## src/rtl/booth_radix4_multiplier.sv

```systemverilog
// Sequential NxN radix-4 Booth multiplier, signed or unsigned per operation.
// Latency 2*(N/2+1)+1 cycles from accept to done; start is ignored (not queued) while busy.
module booth_radix4_multiplier #(
  parameter int N = 8
) (
  input  logic           clock,
  input  logic           reset_n,
  input  logic           start,
  input  logic           signed_mode,
  input  logic [N-1:0]   multiplicand,
  input  logic [N-1:0]   multiplier,
  output logic [2*N-1:0] product,
  output logic           done,
  output logic           busy
);

  localparam int W  = N + 2;
  localparam int I  = W / 2;
  localparam int CW = $clog2(I + 1);

  typedef enum logic [1:0] {
    S_IDLE  = 2'd0,
    S_ADD   = 2'd1,
    S_SHIFT = 2'd2,
    S_DONE  = 2'd3
  } state_t;

  state_t state, state_nxt;

  logic [W+1:0]          m;
  logic [W+1:0]          acc;
  logic [W-1:0]          q;
  logic                  qm1;
  logic [CW-1:0]         count;

  logic [W+1:0]          m_ext;
  logic [W-1:0]          q_ext;
  logic [W+1:0]          m_x2;
  logic [W+1:0]          pp;
  logic signed [2*W+2:0] shifted;
  logic                  last;

  // Two extra bits let unsigned operands ride the signed datapath unchanged.
  assign m_ext   = {{4{signed_mode & multiplicand[N-1]}}, multiplicand};
  assign q_ext   = {{2{signed_mode & multiplier[N-1]}}, multiplier};
  assign m_x2    = {m[W:0], 1'b0};
  assign shifted = $signed({acc, q, qm1}) >>> 2;
  assign last    = (count == CW'(I - 1));

  always_comb begin
    pp = '0;
    case ({q[1:0], qm1})
      3'b001, 3'b010: pp = m;
      3'b011:         pp = m_x2;
      3'b100:         pp = '0 - m_x2;
      3'b101, 3'b110: pp = '0 - m;
      default:        pp = '0;
    endcase
  end

  always_ff @(posedge clock or negedge reset_n) begin
    if (!reset_n) begin
      state <= S_IDLE;
    end else begin
      state <= state_nxt;
    end
  end

  always_comb begin
    state_nxt = state;
    case (state)
      S_IDLE:  if (start) state_nxt = S_ADD;
      S_ADD:   state_nxt = S_SHIFT;
      S_SHIFT: state_nxt = last ? S_DONE : S_ADD;
      S_DONE:  state_nxt = S_IDLE;
      default: state_nxt = S_IDLE;
    endcase
  end

  always_comb begin
    busy = (state != S_IDLE);
    done = (state == S_DONE);
  end

  always_ff @(posedge clock or negedge reset_n) begin
    if (!reset_n) begin
      m       <= '0;
      acc     <= '0;
      q       <= '0;
      qm1     <= 1'b0;
      count   <= '0;
      product <= '0;
    end else begin
      case (state)
        S_IDLE: begin
          if (start) begin
            m     <= m_ext;
            acc   <= '0;
            q     <= q_ext;
            qm1   <= 1'b0;
            count <= '0;
          end
        end
        S_ADD: acc <= acc + pp;
        S_SHIFT: begin
          acc   <= shifted[2*W+2:W+1];
          q     <= shifted[W:1];
          qm1   <= shifted[0];
          count <= count + CW'(1);
          // Product is the low 2N bits of {acc,q} after the last shift.
          if (last) product <= shifted[2*N:1];
        end
        default: ;
      endcase
    end
  end

endmodule

```

## config.mk

```make
export PLATFORM = sky130hd
export DESIGN_NAME = booth_radix4_multiplier
export DESIGN_NICKNAME = d
export VERILOG_FILES = /design/src/rtl/booth_radix4_multiplier.sv
export SDC_FILE = /design/constraint.sdc
export NUM_CORES = 1
export LEC_CHECK = 0
export ABC_AREA = 0
export BUFFER_PORTS_ARGS = -buffer_cell sky130_fd_sc_hd__buf_2
export CAP_MARGIN = 20
export CORE_UTILIZATION = 50
export DETAILED_ROUTE_END_ITERATION = 10
export HOLD_SLACK_MARGIN = 0.05
export PLACE_DENSITY = 0.78
export SYNTH_ARGS = -nofsm -noshare
export SYNTH_HDL_FRONTEND = slang
export SYNTH_SLANG_ARGS = --single-unit
export TNS_END_PERCENT = 30
```

## constraint.sdc

```tcl
create_clock -name clock -period 3.8 [get_ports clock]
set_input_delay 1.14 -clock clock [delete_from_list [all_inputs] [get_ports clock]]
set_output_delay 1.14 -clock clock [all_outputs]
set_load 0.02 [all_outputs]
```

* Word-level counts from Yosys, hierarchy flattened *
Index checks and enable logic that the tools add are counted.

storage, ports and cells
  bits of input ports = 20
  output and inout port bits = 18
  bits in registers = 53
  logic and storage cells = 50

operators by class
  reductions and logical operators = 12
  add/sub/neg operators = 4
  bitwise logic cells = 3
  mux-type cells = 12
  equal/unequal tests = 11

operator list
  kind                   count
  $pmux 12 s4            1
  $pmux 12 s3            1
  $pmux 10 s2            1
  $add 12x12->12         1
  $eq 3x3->1 const B     4
  $mux 12                1
  $sub 1x10->11 const A  1
  $mux 10                1
  $sub 1x9->10 const A   1
  $pmux 2 s4             1
  $reduce_and 2->1       4
  $eq 3x2->1 const B     2
  $pmux 3 s2             1
  $reduce_bool 2->1      3
  $eq 2x2->1 const B     2
  $mux 2                 2
  $reduce_or 2->1        2
  $add 3x1->3 const B    1
  $eq 3x1->1 const B     1
  $mux 3                 1
  $reduce_and 3->1       1
  $reduce_bool 3->1      1
  $and 1x1->1            2
  $eq 2x1->1 const B     1
  other kinds (5)        5

* Longest topological paths before layout *
Gate-level depths: netlist (run 1).

  word-level depth = 5
  gate-level depth with buffers = 14
  mapped depth without buffers = 13

* Worst setup path after synthesis (run 1) *
Ideal clock, no wire load.

  path kind = reg-to-reg
  start = reg m[0]
  end = reg acc[11]
  library setup time = 0.134 ns
  required time = 3.666 ns
  path buffers = 1
  clock period less this slack = 3.360 ns
  arrival = 3.227 ns
  cell stages (with the launch flop) = 15
  setup slack = 0.440 ns
  cell sequence = dfrtp_1 -> inv_1 -> ha_1 -> or3b_2 -> clkbuf_1 -> xnor2_1 -> o22ai_1 -> a32o_1 -> o21a_1 -> ha_1 -> o21ai_0 -> a211oi_1 -> a211oi_1 -> mux2i_1 -> o211ai_1

between the ends
  word-level cells in the longest chain between the ends = 4
  elaborated cells between the ends (all ways) = 5
  those cells by class = add/sub: 3; mux: 2

RTL lines
  what                                           RTL line  text
  start, declared                                30        logic [W+1:0] m;
  start signal, assigned                         97        m <= m_ext;
  $sub 1x10->11 or $sub 1x9->10 (tied branches)  55, 56
  $pmux 12 s4 (*)                                52        case ({q[1:0], qm1})
  $add 12x12->12 (*)                             104       S_ADD: acc <= acc + pp;
  $pmux 12 s3 (*)                                94        case (state)
  end signal, assigned                           104
  end signal, assigned                           106       acc <= shifted[2*W+2:W+1];
  end, declared                                  31        logic [W+1:0] acc;

Mark *: on every way between the ends. The rest lies on a longest branch, timed or not.
A chain may end at the register's enable or synchronous reset.

* Final worst setup path (run 1) *
Ends and elaborated chain as after synthesis.

==> qor.txt, run 1 <==
Worst vdd rail ir drop = 363 uV
Post-synthesis simple-gate area fraction = 12.5%
Number of global-route vias before repair = 2737
Growth of design area from synthesis to finish = 9.58%
Root buffer selected by CTS = clkbuf_8
Site row count = 29
Minimum clock period after layout = 3480 ps
Critical path fanouts, max = 6
Largest net degree at the start of global routing = 54
Worst slew margin = 55.2%
Met2 usage = 36.2%
Initial Utilization = 52.9%
Die Wd = 84.9 um
Slew Limit Fails = 0
Post-detailed-route wirelength per cell = 15.6 um
Number of antenna violations at the first check in global routing = 0
CP Data Required Time = 4020 ps
Number of failing hold endpoints at the final stage = 0
Met1 GRT Util = 28.8%
Power per cell area = 911 mW/mm^2
Standard cell core area = 0.00649 mm^2
Count of hold-fix buffers inserted at cts = 0
Xor-xnor portion of the synthesized cell area = 4.55%
Sum of net half-perimeters after detailed placement = 5220 um
N_diodes = 0
Mean Syn Cell Area = 9.76 um^2
Global-route wire length before repair = 12600 um
Maximum level of the CTS H-tree = 2
Non-filler cells, final = 459
Share of synthesized registers carrying an async set or reset = 100%
Dominant combinational cell family by area after synthesis = compound AO/OA/AOI/OAI gates
Number of buffer cells added on primary ports = 37
Startpoint of the worst register-to-register path = m[0]
Leak pwr = 1.80 nW
Met3 layer usage reported by global route = 3.02%
Drt first-iter violations = 223
Transition time at the pin with the least slew margin = 673 ps
Final number of setup-violating endpoints = 0
Flip-flop cell with the highest count after synthesis = dfrtp_1
Register bit total from synthesis = 53
Antenna viol nets, final = 0
Post-synthesis net count = 391
Placed Cells = 450
Overall routing resource usage = 21.3%
Terminating pin of the worst hold path = product[12]
Grt total ovfl = 0
Detailed-route via count = 2795
Terminus of the critical flop-to-flop path = acc[11]
Clock insertion delay at the later pin of the skew report = 300 ps
Total Die Area = 0.00721 mm^2
Adder-Cell Fraction of Synth Area = 7.14%
Synthesized instance count = 352
Number of enable flip-flop cells after synthesis = 0
Fmax = 288 MHz
# Max-Cap Violations = 0
Routability cong. = 0.924
Kind of end point of the critical path = register
Worst Hold Class = reg -> reg
Reg2Reg Setup Slack = 320 ps
Total design power = 3.43 mW
Final period utilization = 91.5%
Final worst hold slack = 507 ps
CP arrival = 3700 ps
Worst reg2reg path depth = 14
CTS tree = built
Worst hold path cell count = 1
Final wirelength = 7150 um
Post-synthesis cell area = 0.00344 mm^2
Die Y-Extent = 84.9 um
Deepest clock path buffer count = 2
Clock sinks = 53
Clock slew at the register clock pins of the worst setup and hold paths = 90 ps
Startpoint of the most critical hold path = product[12]
Fill cell total of the finished layout = 553
Most utilized layer in the global route result = met2
Run status = completed
Synth Area in Compound Gates = 20.4%
Number of remaining DRC errors = 0
Pre-antenna DRT Iters = 6
Worst setup skew after layout = 3.81 ps
Number of primary I/O pins = 38
Setup crit start kind = register
Share of cells above drive strength 1 = 21.7%
Part of the Yosys area used for sequential elements = 38.6%
Number of distinct library cells after synthesis = 59
Via-to-Cell Ratio = 6.09
Kind of critical path = reg -> reg
Share of synthesized area spent on multiplexers = 11.4%
Setup TNS Final = 0 ps
RSZ-0062 raised after global routing = false
Final nets = 420
Total clock buffers created by CTS = 5
Number of synthesis warnings = 0
==> layout make-up <==
type | instances | area (um^2) | share of cell area (%)
clock inverters | 1 | 30.0 | 0.798
repair buffers | 45 | 245 | 6.51
multi-input cells | 262 | 1930 | 51.2
flip-flops and latches | 53 | 1330 | 35.2
inverters | 14 | 52.6 | 1.40
clock buffers | 7 | 86.3 | 2.29
well taps | 77 | 96.3 | 2.56
==> state kept, by name (all words and copies together) (netlist names) <==
register  flops
state         2
qm1           1
product      16
acc          12
m             9
count         3
q            10
==> synth_stat cells (6+ instances only) <==
| library cell | count | area (um^2) |
|---|---|---|
| o21ai_0 | 30 | 150 |
| xor2_1 | 7 | 61.3 |
| xnor2_1 | 9 | 78.8 |
| dfrtp_1 | 53 | 1330 |
| ha_1 | 18 | 225 |
| clkbuf_1 | 14 | 52.6 |
| buf_6 | 6 | 67.6 |
| a22oi_1 | 7 | 52.6 |
| a21oi_1 | 16 | 80.1 |
| inv_1 | 13 | 48.8 |
| mux2i_1 | 11 | 110 |
| nor3_1 | 7 | 35.0 |
| nor2_1 | 15 | 56.3 |
| mux2_2 | 25 | 282 |
| nand2_1 | 33 | 124 |
==> power breakdown <==
part | leakage [nW] | switching [mW] | total (mW) | internal [mW]
registers | 0.693 | 0.270 | 1.04 | 0.769
logic | 1.05 | 1.12 | 2.00 | 0.871
clock network | 0.0585 | 0.180 | 0.395 | 0.215
==> kinds of logic (layout without fill, tap and decap cells) <==
| family | count (synthesis) | in the layout |
|---|---|---|
| xor gates and xnor gates | 17 | 17 |
| and+or+nand+nor | 86 | 86 |
| adders and majority gates | 19 | 19 |
| buffers and inverters | 37 | 67 |
| AOI/OAI and AO/OA | 104 | 104 |
| DFF | 53 | 53 |
| muxes | 36 | 36 |
==> metrics by stage <==
step           instance area (um^2)  worst slack [ps]  util, %
6_report                       3760               323     58.0
5_1_grt                        3760              26.0     58.0
4_1_cts                        3750               167     57.8
3_5_place_dp                   3640               205     56.0
3_3_place_gp                   3640               326     56.0
2_1_floorplan                  3440               440        -
==> layout by cell type, fill, tap and decap left out, types with 4 or more instances in the layout <==
cell type | Yosys | routed
clkbuf_8 | 0 | 6
a21oi_1 | 16 | 16
xnor2_1 | 9 | 9
a22oi_1 | 7 | 7
buf_4 | 0 | 8
xor2_1 | 7 | 7
nor3b_1 | 5 | 5
nor3_1 | 7 | 7
nor2_1 | 15 | 15
o21ai_0 | 30 | 29
inv_1 | 13 | 13
dfrtp_1 | 53 | 53
nand2_1 | 33 | 33
nand3_1 | 4 | 4
mux2_2 | 25 | 25
a21boi_0 | 4 | 4
buf_2 | 2 | 37
o211ai_1 | 4 | 4
mux2i_1 | 11 | 11
ha_1 | 18 | 18
and3_1 | 5 | 5
==> worst max-delay path, cell delays in order, from the launching register on <==
cell      delay, ps
dfrtp_1         440
inv_1           100
ha_1            230
or3b_2          550
nor3_1          220
xnor2_1         150
nand3_1         100
o221ai_1        180
ha_1            420
o21ai_0         130
a211oi_1        300
a211oi_2        130
buf_4           160
xnor2_2         120
o211ai_1        160
==> worst max path at each step <==
| stage | end | depth (start not counted) | start | slack (ps) |
|---|---|---|---|---|
| after CTS | acc[11] | 13 | m[0] | 170 |
| after global placement | acc[11] | 13 | m[0] | 330 |
| after global routing | acc[11] | 14 | m[0] | 30 |
| final | acc[11] | 14 | m[0] | 320 |
| after floorplan | acc[11] | 14 | m[0] | 440 |
| after detailed placement | acc[11] | 13 | m[0] | 210 |
==> what timing repair did <==
action | in CTS | in global routing
resized for setup | 0 | 1
setup buffers | 0 | 1
endpoints found under the hold margin | 0 | 0
setup endpoints to repair | 0 | 1
==> metal layers <==
metal / wire length [um] / vias to the layer above
li1: - / 1339
met2: 3460 / 82
met5: 0 / -
met4: 123 / 0
met1: 3290 / 1363
met3: 281 / 11
Power figures use the tool's default switching activity.
==> inputs of run 2 (changes only) <==
--- a/config.mk
+++ b/config.mk
@@ -9,8 +9,8 @@
 export BUFFER_PORTS_ARGS = -buffer_cell sky130_fd_sc_hd__buf_2
 export CAP_MARGIN = 20
 export CORE_UTILIZATION = 50
+export CTS_BUF_LIST = sky130_fd_sc_hd__clkbuf_4 sky130_fd_sc_hd__clkbuf_8
 export DETAILED_ROUTE_END_ITERATION = 10
-export HOLD_SLACK_MARGIN = 0.05
 export PLACE_DENSITY = 0.78
 export SYNTH_ARGS = -nofsm -noshare
 export SYNTH_HDL_FRONTEND = slang
==> run 2 against run 1 <==
Against the previous run: register-to-register slack worse by 20 ps; sequential power about the same; final area barely moved; die area is the same; non-clock buffer count stayed put; critical path depth unchanged; hold slack hardly changed.
==> qor.txt, run 2 (synthesis results as in run 1) <==
Count of hold-fix buffers inserted at cts = 0
Initial Utilization = 52.9%
Switching share of power = 45.8%
Antenna viol nets, final = 0
Core occupancy in the finished layout = 58.0%
Post-detailed-route wirelength per cell = 15.5 um
Combinational fraction of design power = 58.1%
Number of global-route vias before repair = 2750
Share of cells above drive strength 1 = 22.0%
Setup TNS Final = 0 ps
Internal power = 1.86 mW
Register containing the most flip-flops in the final layout = product
Worst setup skew after layout = 4.71 ps
Startpoint of the worst register-to-register path = m[0]
Number of remaining DRC errors = 0
Reg2Reg Setup Slack = 300 ps
Final period utilization = 92.1%
Placed Cells = 450
# Max-Cap Violations = 0
Final nets = 420
Fmax = 286 MHz
Terminating pin of the worst hold path = product[12]
Final number of setup-violating endpoints = 0
Kind of critical path = reg -> reg
Total Die Area = 0.00721 mm^2
Largest net degree at the start of global routing = 54
Terminus of the critical flop-to-flop path = acc[11]
Final worst hold slack = 508 ps
Root buffer selected by CTS = clkbuf_8
Growth of design area from synthesis to finish = 9.69%
Via-to-Cell Ratio = 6.04
Most used cells in the layout excluding fill and tap cells = dfrtp_1 (53), buf_2 (37), nand2_1 (33)
Total design power = 3.44 mW
Maximum level of the CTS H-tree = 2
Clock sinks = 53
Overall routing resource usage = 21.2%
Sequential share of power = 30.2%
Clock slew at the register clock pins of the worst setup and hold paths = 90 ps
Routability cong. = 0.924
Run status = completed
Deepest clock path buffer count = 2
N_diodes = 0
Transition time at the pin with the least slew margin = 672 ps
Site row count = 29
Worst Hold Class = reg -> reg
Power per cell area = 913 mW/mm^2
Worst vdd rail ir drop = 395 uV
Global-route wire length before repair = 12600 um
Grt total ovfl = 0
Sum of net half-perimeters after detailed placement = 5220 um
Clock insertion delay at the later pin of the skew report = 290 ps
Leak pwr = 1.81 nW
Number of buffer cells added on primary ports = 37
Detailed-route via count = 2774
CP Data Required Time = 4020 ps
Non-filler cells, final = 459
Total clock buffers created by CTS = 5
Standard cell core area = 0.00649 mm^2
Leading cell type in the layout, fill and taps excluded = dfrtp_1
Top flop regs = product (16), acc (12), q (10)
Worst reg2reg path depth = 14
Number of antenna violations at the first check in global routing = 0
Pre-antenna DRT Iters = 5
Final wirelength = 7140 um
CTS tree = built
Die Wd = 84.9 um
Worst hold path cell count = 1
Critical path fanouts, max = 6
Kind of end point of the critical path = register
Setup crit start kind = register
RSZ-0062 raised after global routing = false
CP arrival = 3720 ps
Die Y-Extent = 84.9 um
Minimum clock period after layout = 3500 ps
Max FFs per register = 16
Worst slew margin = 55.2%
Startpoint of the most critical hold path = product[12]
Slew Limit Fails = 0
Drt first-iter violations = 187
Clock network power share = 11.7%
Number of primary I/O pins = 38
Switching power summed over all nets = 1.58 mW
Number of failing hold endpoints at the final stage = 0
## run 2: cell types whose count changed in the layout (fill, tap and decap cells not counted)
cell      delta
clkbuf_4     +1
clkbuf_1     -1
## run 2: what timing repair did
item / 4_1_cts / 5_1_grt
endpoints found under the setup margin: 0 / 1
resized for setup: 0 / 1
buffers inserted: 0 / 1
## run 2: how the worst max path moves through the flow
stage               from  slack (ps)  depth (start not counted)      end
finish              m[0]         300                         14  acc[11]
CTS                 m[0]         170                         13  acc[11]
global placement    m[0]         330                         13  acc[11]
global route        m[0]          30                         14  acc[11]
detailed placement  m[0]         210                         13  acc[11]
floorplan           m[0]         440                         14  acc[11]
## run 2: power by group through the flow
stage	sequential [mW]	clock, mW	combinational, mW
2_1_floorplan	0.962	0	1.64
3_3_place_gp	1.03	0	1.92
3_5_place_dp	1.04	0	1.98
4_1_cts	1.03	0.410	1.99
5_1_grt	1.08	0.433	2.24
6_report	1.04	0.402	2.00
## run 2: layer usage
metal,track usage [%],part of all wire [%],vias to the layer above,wire (um)
li1,-,-,1343,-
met1,28.6,46,1339,3280
met2,36.5,49,81,3480
met3,3.02,3.9,11,281
met4,4.93,1.4,0,102
met5,0,0,-,0
## run 2: final cells by class
| type | instances | area [um^2] |
|---|---|---|
| Clock buffer | 7 | 90.1 |
| Clock inverter | 1 | 30.0 |
| Tap cell | 77 | 96.3 |
| Timing Repair Buffer | 45 | 245 |
| Fill cell | 554 | 2730 |
| Multi-Input combinational cell | 262 | 1930 |
| Sequential cell | 53 | 1330 |
| Inverter | 14 | 52.6 |
## run 2: stage by stage
stage / setup WS, ps / cell area, um^2
after floorplan: 440 / 3440
after global placement: 326 / 3640
after detailed placement: 205 / 3640
after CTS: 167 / 3760
after global routing: 26.0 / 3770
final: 300 / 3770
## run 2: worst max-delay path, stage by stage (launching register included)
cell      delay (ps)
dfrtp_1          440
inv_1            100
ha_1             230
or3b_2           550
nor3_1           240
xnor2_1          150
nand3_1          100
o221ai_1         180
ha_1             420
o21ai_0          130
a211oi_1         300
a211oi_2         130
buf_4            160
xnor2_2          120
o211ai_1         160
